File: src/rtl/mesh_router_param.sv
// Five-port XY mesh router: per-input FIFOs, per-output round-robin arbiters
// and registered output slots, so every output can move one packet per cycle.
module mesh_router_param #(
  parameter int unsigned PL    = 32,
  parameter int unsigned CS    = 2,
  parameter int unsigned DEPTH = 4
) (
  input  logic            clk,
  input  logic            rst_n,
  input  logic [CS-1:0]   router_X,
  input  logic [CS-1:0]   router_Y,
  input  logic [5*PL-1:0] in_data,
  input  logic [4:0]      in_valid,
  output logic [4:0]      in_ready,
  output logic [5*PL-1:0] out_data,
  output logic [4:0]      out_valid,
  input  logic [4:0]      out_ready
);
  localparam int unsigned NP = 5;
  localparam int unsigned AW = $clog2(DEPTH);
  localparam int unsigned CW = AW + 1;

  localparam logic [2:0] P_L = 3'd0;
  localparam logic [2:0] P_N = 3'd1;
  localparam logic [2:0] P_E = 3'd2;
  localparam logic [2:0] P_S = 3'd3;
  localparam logic [2:0] P_W = 3'd4;

  logic [PL-1:0] mem_q   [NP][DEPTH];
  logic [AW-1:0] wptr_q  [NP];
  logic [AW-1:0] rptr_q  [NP];
  logic [CW-1:0] cnt_q   [NP];
  logic [PL-1:0] head    [NP];
  logic [2:0]    route   [NP];
  logic [NP-1:0] nonempty;
  logic [NP-1:0] push;
  logic [NP-1:0] pop;

  logic [2:0]    ptr_q   [NP];
  logic [2:0]    ptr_d   [NP];
  logic [NP-1:0] ov_q;
  logic [NP-1:0] ov_d;
  logic [PL-1:0] od_q    [NP];
  logic [PL-1:0] od_d    [NP];

  function automatic logic [2:0] xy_route(input logic [CS-1:0] dx, input logic [CS-1:0] dy,
                                          input logic [CS-1:0] rx, input logic [CS-1:0] ry);
    if (dx > rx)      return P_E;
    else if (dx < rx) return P_W;
    else if (dy > ry) return P_N;
    else if (dy < ry) return P_S;
    else              return P_L;
  endfunction

  // (base + off) mod 5 for base, off in 0..4
  function automatic logic [2:0] rr_idx(input logic [2:0] base, input logic [2:0] off);
    logic [3:0] s;
    s = {1'b0, base} + {1'b0, off};
    return (s >= 4'd5) ? 3'(s - 4'd5) : s[2:0];
  endfunction

  // Ready is gated by reset so it reads low while rst_n is held.
  always_comb begin
    for (int i = 0; i < int'(NP); i++) begin
      in_ready[i] = rst_n && (cnt_q[i] != CW'(DEPTH));
    end
  end

  assign push = in_valid & in_ready;

  always_comb begin
    for (int i = 0; i < int'(NP); i++) begin
      nonempty[i] = (cnt_q[i] != '0);
      head[i]     = mem_q[i][rptr_q[i]];
      route[i]    = xy_route(head[i][PL-1 -: CS], head[i][PL-1-CS -: CS], router_X, router_Y);
    end
  end

  // Per-output arbitration; descending scan lets the highest-priority requester win.
  always_comb begin
    logic [2:0] idx;
    logic [2:0] gi;
    logic       gv;
    pop = '0;
    idx = '0;
    gi  = '0;
    gv  = 1'b0;
    for (int o = 0; o < int'(NP); o++) begin
      ptr_d[o] = ptr_q[o];
      ov_d[o]  = ov_q[o];
      od_d[o]  = od_q[o];
      gv       = 1'b0;
      gi       = '0;
      if (!ov_q[o] || out_ready[o]) begin
        ov_d[o] = 1'b0;
        for (int k = int'(NP) - 1; k >= 0; k--) begin
          idx = rr_idx(ptr_q[o], 3'(k));
          if (nonempty[idx] && (route[idx] == 3'(o))) begin
            gv = 1'b1;
            gi = idx;
          end
        end
        if (gv) begin
          pop[gi]  = 1'b1;
          ov_d[o]  = 1'b1;
          od_d[o]  = head[gi];
          ptr_d[o] = rr_idx(gi, 3'd1);
        end
      end
    end
  end

  always_ff @(posedge clk or negedge rst_n) begin
    if (!rst_n) begin
      for (int i = 0; i < int'(NP); i++) begin
        wptr_q[i] <= '0;
        rptr_q[i] <= '0;
        cnt_q[i]  <= '0;
        ptr_q[i]  <= '0;
        od_q[i]   <= '0;
      end
      ov_q <= '0;
    end else begin
      for (int i = 0; i < int'(NP); i++) begin
        if (push[i]) wptr_q[i] <= wptr_q[i] + AW'(1);
        if (pop[i])  rptr_q[i] <= rptr_q[i] + AW'(1);
        cnt_q[i] <= cnt_q[i] + CW'(push[i]) - CW'(pop[i]);
        ptr_q[i] <= ptr_d[i];
        od_q[i]  <= od_d[i];
      end
      ov_q <= ov_d;
    end
  end

  // FIFO storage needs no reset; only entries below the count are ever read.
  always_ff @(posedge clk) begin
    for (int i = 0; i < int'(NP); i++) begin
      if (push[i]) mem_q[i][wptr_q[i]] <= in_data[i*PL +: PL];
    end
  end

  always_comb begin
    for (int i = 0; i < int'(NP); i++) begin
      out_data[i*PL +: PL] = od_q[i];
    end
  end

  assign out_valid = ov_q;

endmodule

File: config.mk
export PLATFORM = sky130hd
export DESIGN_NAME = mesh_router_param
export DESIGN_NICKNAME = d
export VERILOG_FILES = /design/src/rtl/mesh_router_param.sv
export SDC_FILE = /design/constraint.sdc
export NUM_CORES = 2
export LEC_CHECK = 0
export ABC_AREA = 1
export BUFFER_PORTS_ARGS = -buffer_cell sky130_fd_sc_hd__buf_2
export CAP_MARGIN = 25
export CORE_AREA = 2 2 463 281
export DETAILED_ROUTE_END_ITERATION = 16
export DIE_AREA = 0 0 465 283
export PLACE_DENSITY = 0.54
export SLEW_MARGIN = 20
export SYNTH_ARGS = -nofsm -noshare
export SYNTH_HDL_FRONTEND = slang
export SYNTH_SLANG_ARGS = --single-unit
File: constraint.sdc
create_clock -name clk -period 7.45 [get_ports clk]
set_input_delay 1.49 -clock clk [delete_from_list [all_inputs] [get_ports clk]]
set_output_delay 1.49 -clock clk [all_outputs]
set_load 0.1 [all_outputs]
; ---- After elaboration in Yosys (flattened, before gate mapping)
; Memory sizes are Yosys's and may differ from the RTL's.
; Index checks and enable logic that the tools add are counted.
; W data, S select, Z words.
[word_totals]
latchBits = 0
mem_count = 1
elab_cells = 681
mem_bits_rw = 640
out_inout_bits = 170
rom_bits = 0
inputBits = 176
reg_bits = 215
[mem_list]
columns = name, depth, word_bits, read_ports, rd_ports_with_merged_regs, write_ports, line_no
row1 = mem_q, 5, 128, 5, 0, 5, 29  ; logic [PL-1:0] mem_q [NP][DEPTH];
[classes]
bitwise_logic = 45
n_eq_ne = 25
mux = 310
reduce_logical = 65
n_lt_le_gt_ge = 130
n_addsub = 75
n_mul = 0
div = 0
n_shift = 0
[ops]
columns = op, n
row1 = $mux W32, 25
row2 = $mux W128, 5
row3 = $bmux W32 S3, 5
row4 = $mux W3, 120
row5 = $bmux W32 S2, 5
row6 = $demux W32 S2, 5
row7 = $bmux W3 S3, 25
row8 = $ge A4 B4 Y1 const B, 30
row9 = $lt A3 B4 Y1 const B, 30
row10 = $not A3 Y4, 30
row11 = $ge A4 B3 Y1 const B, 25
row12 = $sub A3 B3 Y3 const B, 30
row13 = $bmux W1 S3, 25
row14 = $mux W1, 70
row15 = $mux W5, 10
row16 = $ge A3 B3 Y1 const B, 15
row17 = $add A3 B1 Y4 const B, 10
row18 = $add A3 B2 Y4 const B, 10
row19 = $logic_and A1 B1 Y1, 40
row20 = $eq A3 B2 Y1 const B, 10
row21 = $not A2 Y3, 10
row22 = $add A2 B1 Y2 const B, 10
row23 = $add A3 B3 Y4 const B, 5
row24 = $gt A2 B2 Y1, 10
row25 = other kinds (17), 90

; ---- Depth between registers and ports, before layout
[logic_depth]
word_depth = 39
mapped_depth = 37
ltp_nobuf = 34

; ---- Worst setup path before layout
; Ideal clock, no wire load.
[synth_timing]
path_type = in2reg
from = in rst_n
to = mem mem_q[0][128] in the netlist's numbering, enable pin
setup_time_ns = 0.421
required_ns = 7.029
setup_slack_ns = 1.847
n_path_buf = 0
arrival_time_ns = 5.182
path_stages = 4
path_cell_list = inv_1 -> a31oi_1 -> nand2_1 -> nor2_1
[synth_rtl]
columns = item, line_no
row1 = "start, declared", 9  ; input logic rst_n,
row2 = "end, declared", 29

; ---- Worst setup path in the final report
[layout_timing]
from = reg rptr_q[6] in the netlist's numbering
to = reg cnt_q[11] in the netlist's numbering
[layout_between]
elab_chain_len = 39
elab_cells_between_ends = 237
classes_between = add/sub: 1 / order compare: 14 / eq/ne: 20 / mux: 162 / bitwise: 5 / reduce/logical: 35
[layout_lines]
columns = item, line_no
row1 = "start, declared", 31  ; logic [AW-1:0] rptr_q [NP];
row2 = "start signal, assigned by index", 126  ; if (pop[i]) rptr_q[i] <= rptr_q[i] + AW'(1);
row3 = $not A2 Y3 (not written as such) (*), 74  ; head[i] = mem_q[i][rptr_q[i]];
row4 = $bmux W32 S2 (*), 74
row5 = $mux W32 (not written as such) (*) (2 in series), 74
row6 = $lt A2 B2 Y1, 51  ; else if (dy < ry) return P_S;
row7 = $mux W2, 51
row8 = $mux W2, 50  ; else if (dy > ry) return P_N;
row9 = $mux W3, 49  ; else if (dx < rx) return P_W;
row10 = $mux W3 (*), 48  ; if (dx > rx) return P_E;
row11 = [... 23 more ...], --
row12 = $or A5 B5 Y5 (no line), --
row13 = $mux W5, 103  ; if (gv) begin
row14 = $mux W5, 94  ; if (!ov_q[o] || out_ready[o]) begin
row15 = $or A5 B5 Y5 (no line), --
row16 = $mux W5, 103
row17 = $mux W5 (*), 94
row18 = via pop[1], 37  ; logic [NP-1:0] pop;
row19 = $sub A3 B1 Y3 (*), 127  ; cnt_q[i] <= cnt_q[i] + CW'(push[i]) - CW'(pop[i]);
row20 = "end signal, assigned by index", 127
row21 = "end, declared", 32  ; logic [CW-1:0] cnt_q [NP];
; Mark *: on every way through the listed nets, which the timed path passes. The rest lies on a longest branch. The select of a mux whose other input is x is not followed.
; A chain may end at the register's enable or synchronous reset.

==> impl_metrics.csv <==
group,metric,value,unit
sta,fmax,152,MHz
grt,grt_pass1_vias,35100,
sta,fin_setup_tns,0,ps
worst_hold_path,min_path_type,"reg -> reg",
final_layout,area_delta_synth_final,14.4,%
grt,grt_pass1_wl,259,mm
grt,antenna_found_initial,18,
routing,wl,181,mm
place,hpwl,135,mm
clocking,cts_tree,"built",
synthesis,async_reset_ff_share,25.1,%
final_layout,fill_cells,12700,
floorplan,initial_core_util,35.7,%
final_layout,nets,5831,
synthesis,avgSynthCellArea,8.71,um2
status,status,"completed",
clocking,clk_latency,750,ps
sta,fin_crit,6590,ps
routing,firstDrtPassIters,7,
routing,vias,39800,
routing,drc,0,
floorplan,fp-row-count,102,
setup_path,crit_fanout,56,
routing,drt_first_iter_violations,5698,
setup_path,cpMaxStageDelayCell,"a32oi_1",
clocking,htreeDepth,3,
routing,postRouteAntennaNets,0,
floorplan,die_x,465,um
clocking,cts.sinks,855,
sta,maxSlewViolCount,0,
synthesis,syn_nets,5527,
grt,grt_max_degree,113,
setup_path,crit_path_end_kind,"flop",
sta,hold_viol_final,0,
synthesis,seq_area_frac_synth,53.9,%
clocking,clockBufferDepth,3,
synthesis,netlist_area,45600,um2
place,place.gp.congestion,0.993,
synthesis,syn_inst,5239,
floorplan,io_pins,346,
clocking,post-cts-setup-buffers,0,
floorplan,core_area,128000,um2
synthesis,synth-edff-count,640,
sta,finalSetupViolCount,0,
synthesis,synth_ff_type,"edfxtp_1",
final_layout,drive_gt1_share,14.5,%
sta,worst_pin_slew,1320,ps
routing,viasPerCell,5.43,
grt,grt_overflow,0,
clocking,cts_hold_buffers,0,
sta,finalCritPeriodShare,88.4,%
run,max-cap-violations,0,
synthesis,yosysWarnings,0,
setup_path,crit_arrival,7210,ps
setup_path,critPathKind,"reg -> reg",
setup_path,critPathMaxStageDelay,830,ps
setup_path,cp_common_cell,"nand2_1",
place,numPortBuffers,345,
synthesis,ys_ff_latch,855,
clocking,cts_resized,0,
setup_path,start_kind,"flop",
floorplan,fp.dieArea,132000,um2
synthesis,ys_types,53,
clocking,cts.clk_slew.worst_paths,60,ps
sta,rsz0062_at_grt,"no",
floorplan,die_h,283,um
setup_path,crit_required,8070,ps
routing,wl_per_cell,24.7,um
clocking,root_buffer,"clkbuf_16",
clocking,cts_buffers,85,
sta,slew_headroom,12.0,%
sta,skew,84.2,ps
grt,grt_usage,26.9,%
[cell usage in the layout (no fill, tap or decap), types with 130 or more instances in the layout]
cell,synthesis,final
a21oi_1,230,229
a32oi_1,130,130
buf_2,79,345
dfrtp_1,215,210
edfxtp_1,640,640
inv_1,389,387
nand2_1,1688,1686
nand3_1,418,418
nor2_1,396,376
o21ai_0,278,278
[cell families (layout without fill, tap and decap cells)]
group,count (synthesis),in the layout,synth area share [%]
AND/OR/NAND/NOR,2721,2721,25.0
flip-flops,855,855,53.9
other,0,3,0
XOR/XNOR,38,38,0.763
adder cells (fa/ha/maj),112,112,3.24
buffers and inverters,690,1065,6.30
AO/OA/AOI/OAI,823,823,10.8
[per-stage QoR]
step	worst slack [ps]	hold slack, ps	cells	area (um2)	util, %
final	863	474	7333	52200	40.9
after global routing	445	518	7330	52200	40.9
after CTS	1080	479	7317	52100	40.8
after detailed placement	1080	463	7159	49300	38.6
after global placement	1110	465	7152	49200	38.5
after floorplan	1850	478	5239	45600	-
[critical path: cells and delay by family, from the launching register on]
kind | cells | cell delay [ps]
AO/OA/AOI/OAI | 1 | 830
buffers and inverters | 5 | 890
AND/OR/NAND/NOR | 17 | 2620
flip-flops | 1 | 630
XOR/XNOR | 2 | 280
adder cells (fa/ha/maj) | 4 | 1180
[cells in the mapped netlist (3+ instances only)]
master,instances,area (um2)
ha_1,102,1280
xor2_1,23,201
nand4_1,32,200
a41oi_1,4,35.0
nand3b_1,44,330
nand2_4,3,33.8
buf_4,27,203
a31oi_1,32,200
nand3_1,418,2090
edfxtp_1,640,19200
nor2_1,396,1490
xnor2_1,13,114
buf_6,11,124
o211ai_1,32,240
nor3_1,8,40.0
o22ai_1,37,231
dfrtp_1,215,5380
buf_1,15,56.3
a21oi_4,5,81.3
nand2_1,1688,6340
a21oi_1,230,1150
inv_2,31,116
o21ai_0,278,1390
o21ai_2,7,61.3
clkbuf_1,135,507
a32oi_1,130,1140
nor2_2,6,37.5
o21ai_1,54,270
buf_2,79,395
or2_2,88,551
o21bai_1,4,30.0
nand2_2,25,156
nand3_2,5,50.1
inv_1,389,1460
fa_1,10,200
[path summary, 6_finish.rpt]
check | slack, ps | start | end | cells after the start
max | 860 | rptr_q[6] | cnt_q[11] | 29
min | 470 | out_data[7] | out_data[7] | 2
max reg2reg | 860 | rptr_q[6] | cnt_q[11] | 29
min reg2reg | 470 | out_data[7] | out_data[7] | 2
max in group asynchronous | 5500 | rst_n | out_data[73] | 2
min in group asynchronous | 670 | rst_n | wptr_q[8] | 1
[metal layers]
layer | global-route usage, % | vias to the layer above | share of wire, %
met5 | 0 | - | 0.071
met4 | 6.63 | 20 | 2.6
met3 | 9.07 | 221 | 13
met2 | 35.4 | 2130 | 39
met1 | 41.4 | 19200 | 46
li1 | - | 18300 | -
[cell type report]
type | count | area (um2) | area share, %
inverters | 423 | 1590 | 3.05
well taps | 1716 | 2150 | 4.11
flip-flops and latches | 855 | 24600 | 47.1
repair buffers | 484 | 2850 | 5.46
clock buffers | 118 | 2310 | 4.43
multi-input cells | 3694 | 18300 | 35.0
clock inverters | 40 | 433 | 0.829
diodes | 3 | 7.51 | 0.0144
[state kept, by name, summed over array words and instances, names as in the netlist]
register,flops
cnt_q,15
out_data,160
wptr_q,10
out_valid,5
mem_q,640
rptr_q,10
ptr_q,15
Power is not shown: default switching activity piles up to over one toggle a cycle in this logic, so the estimate is an artifact.
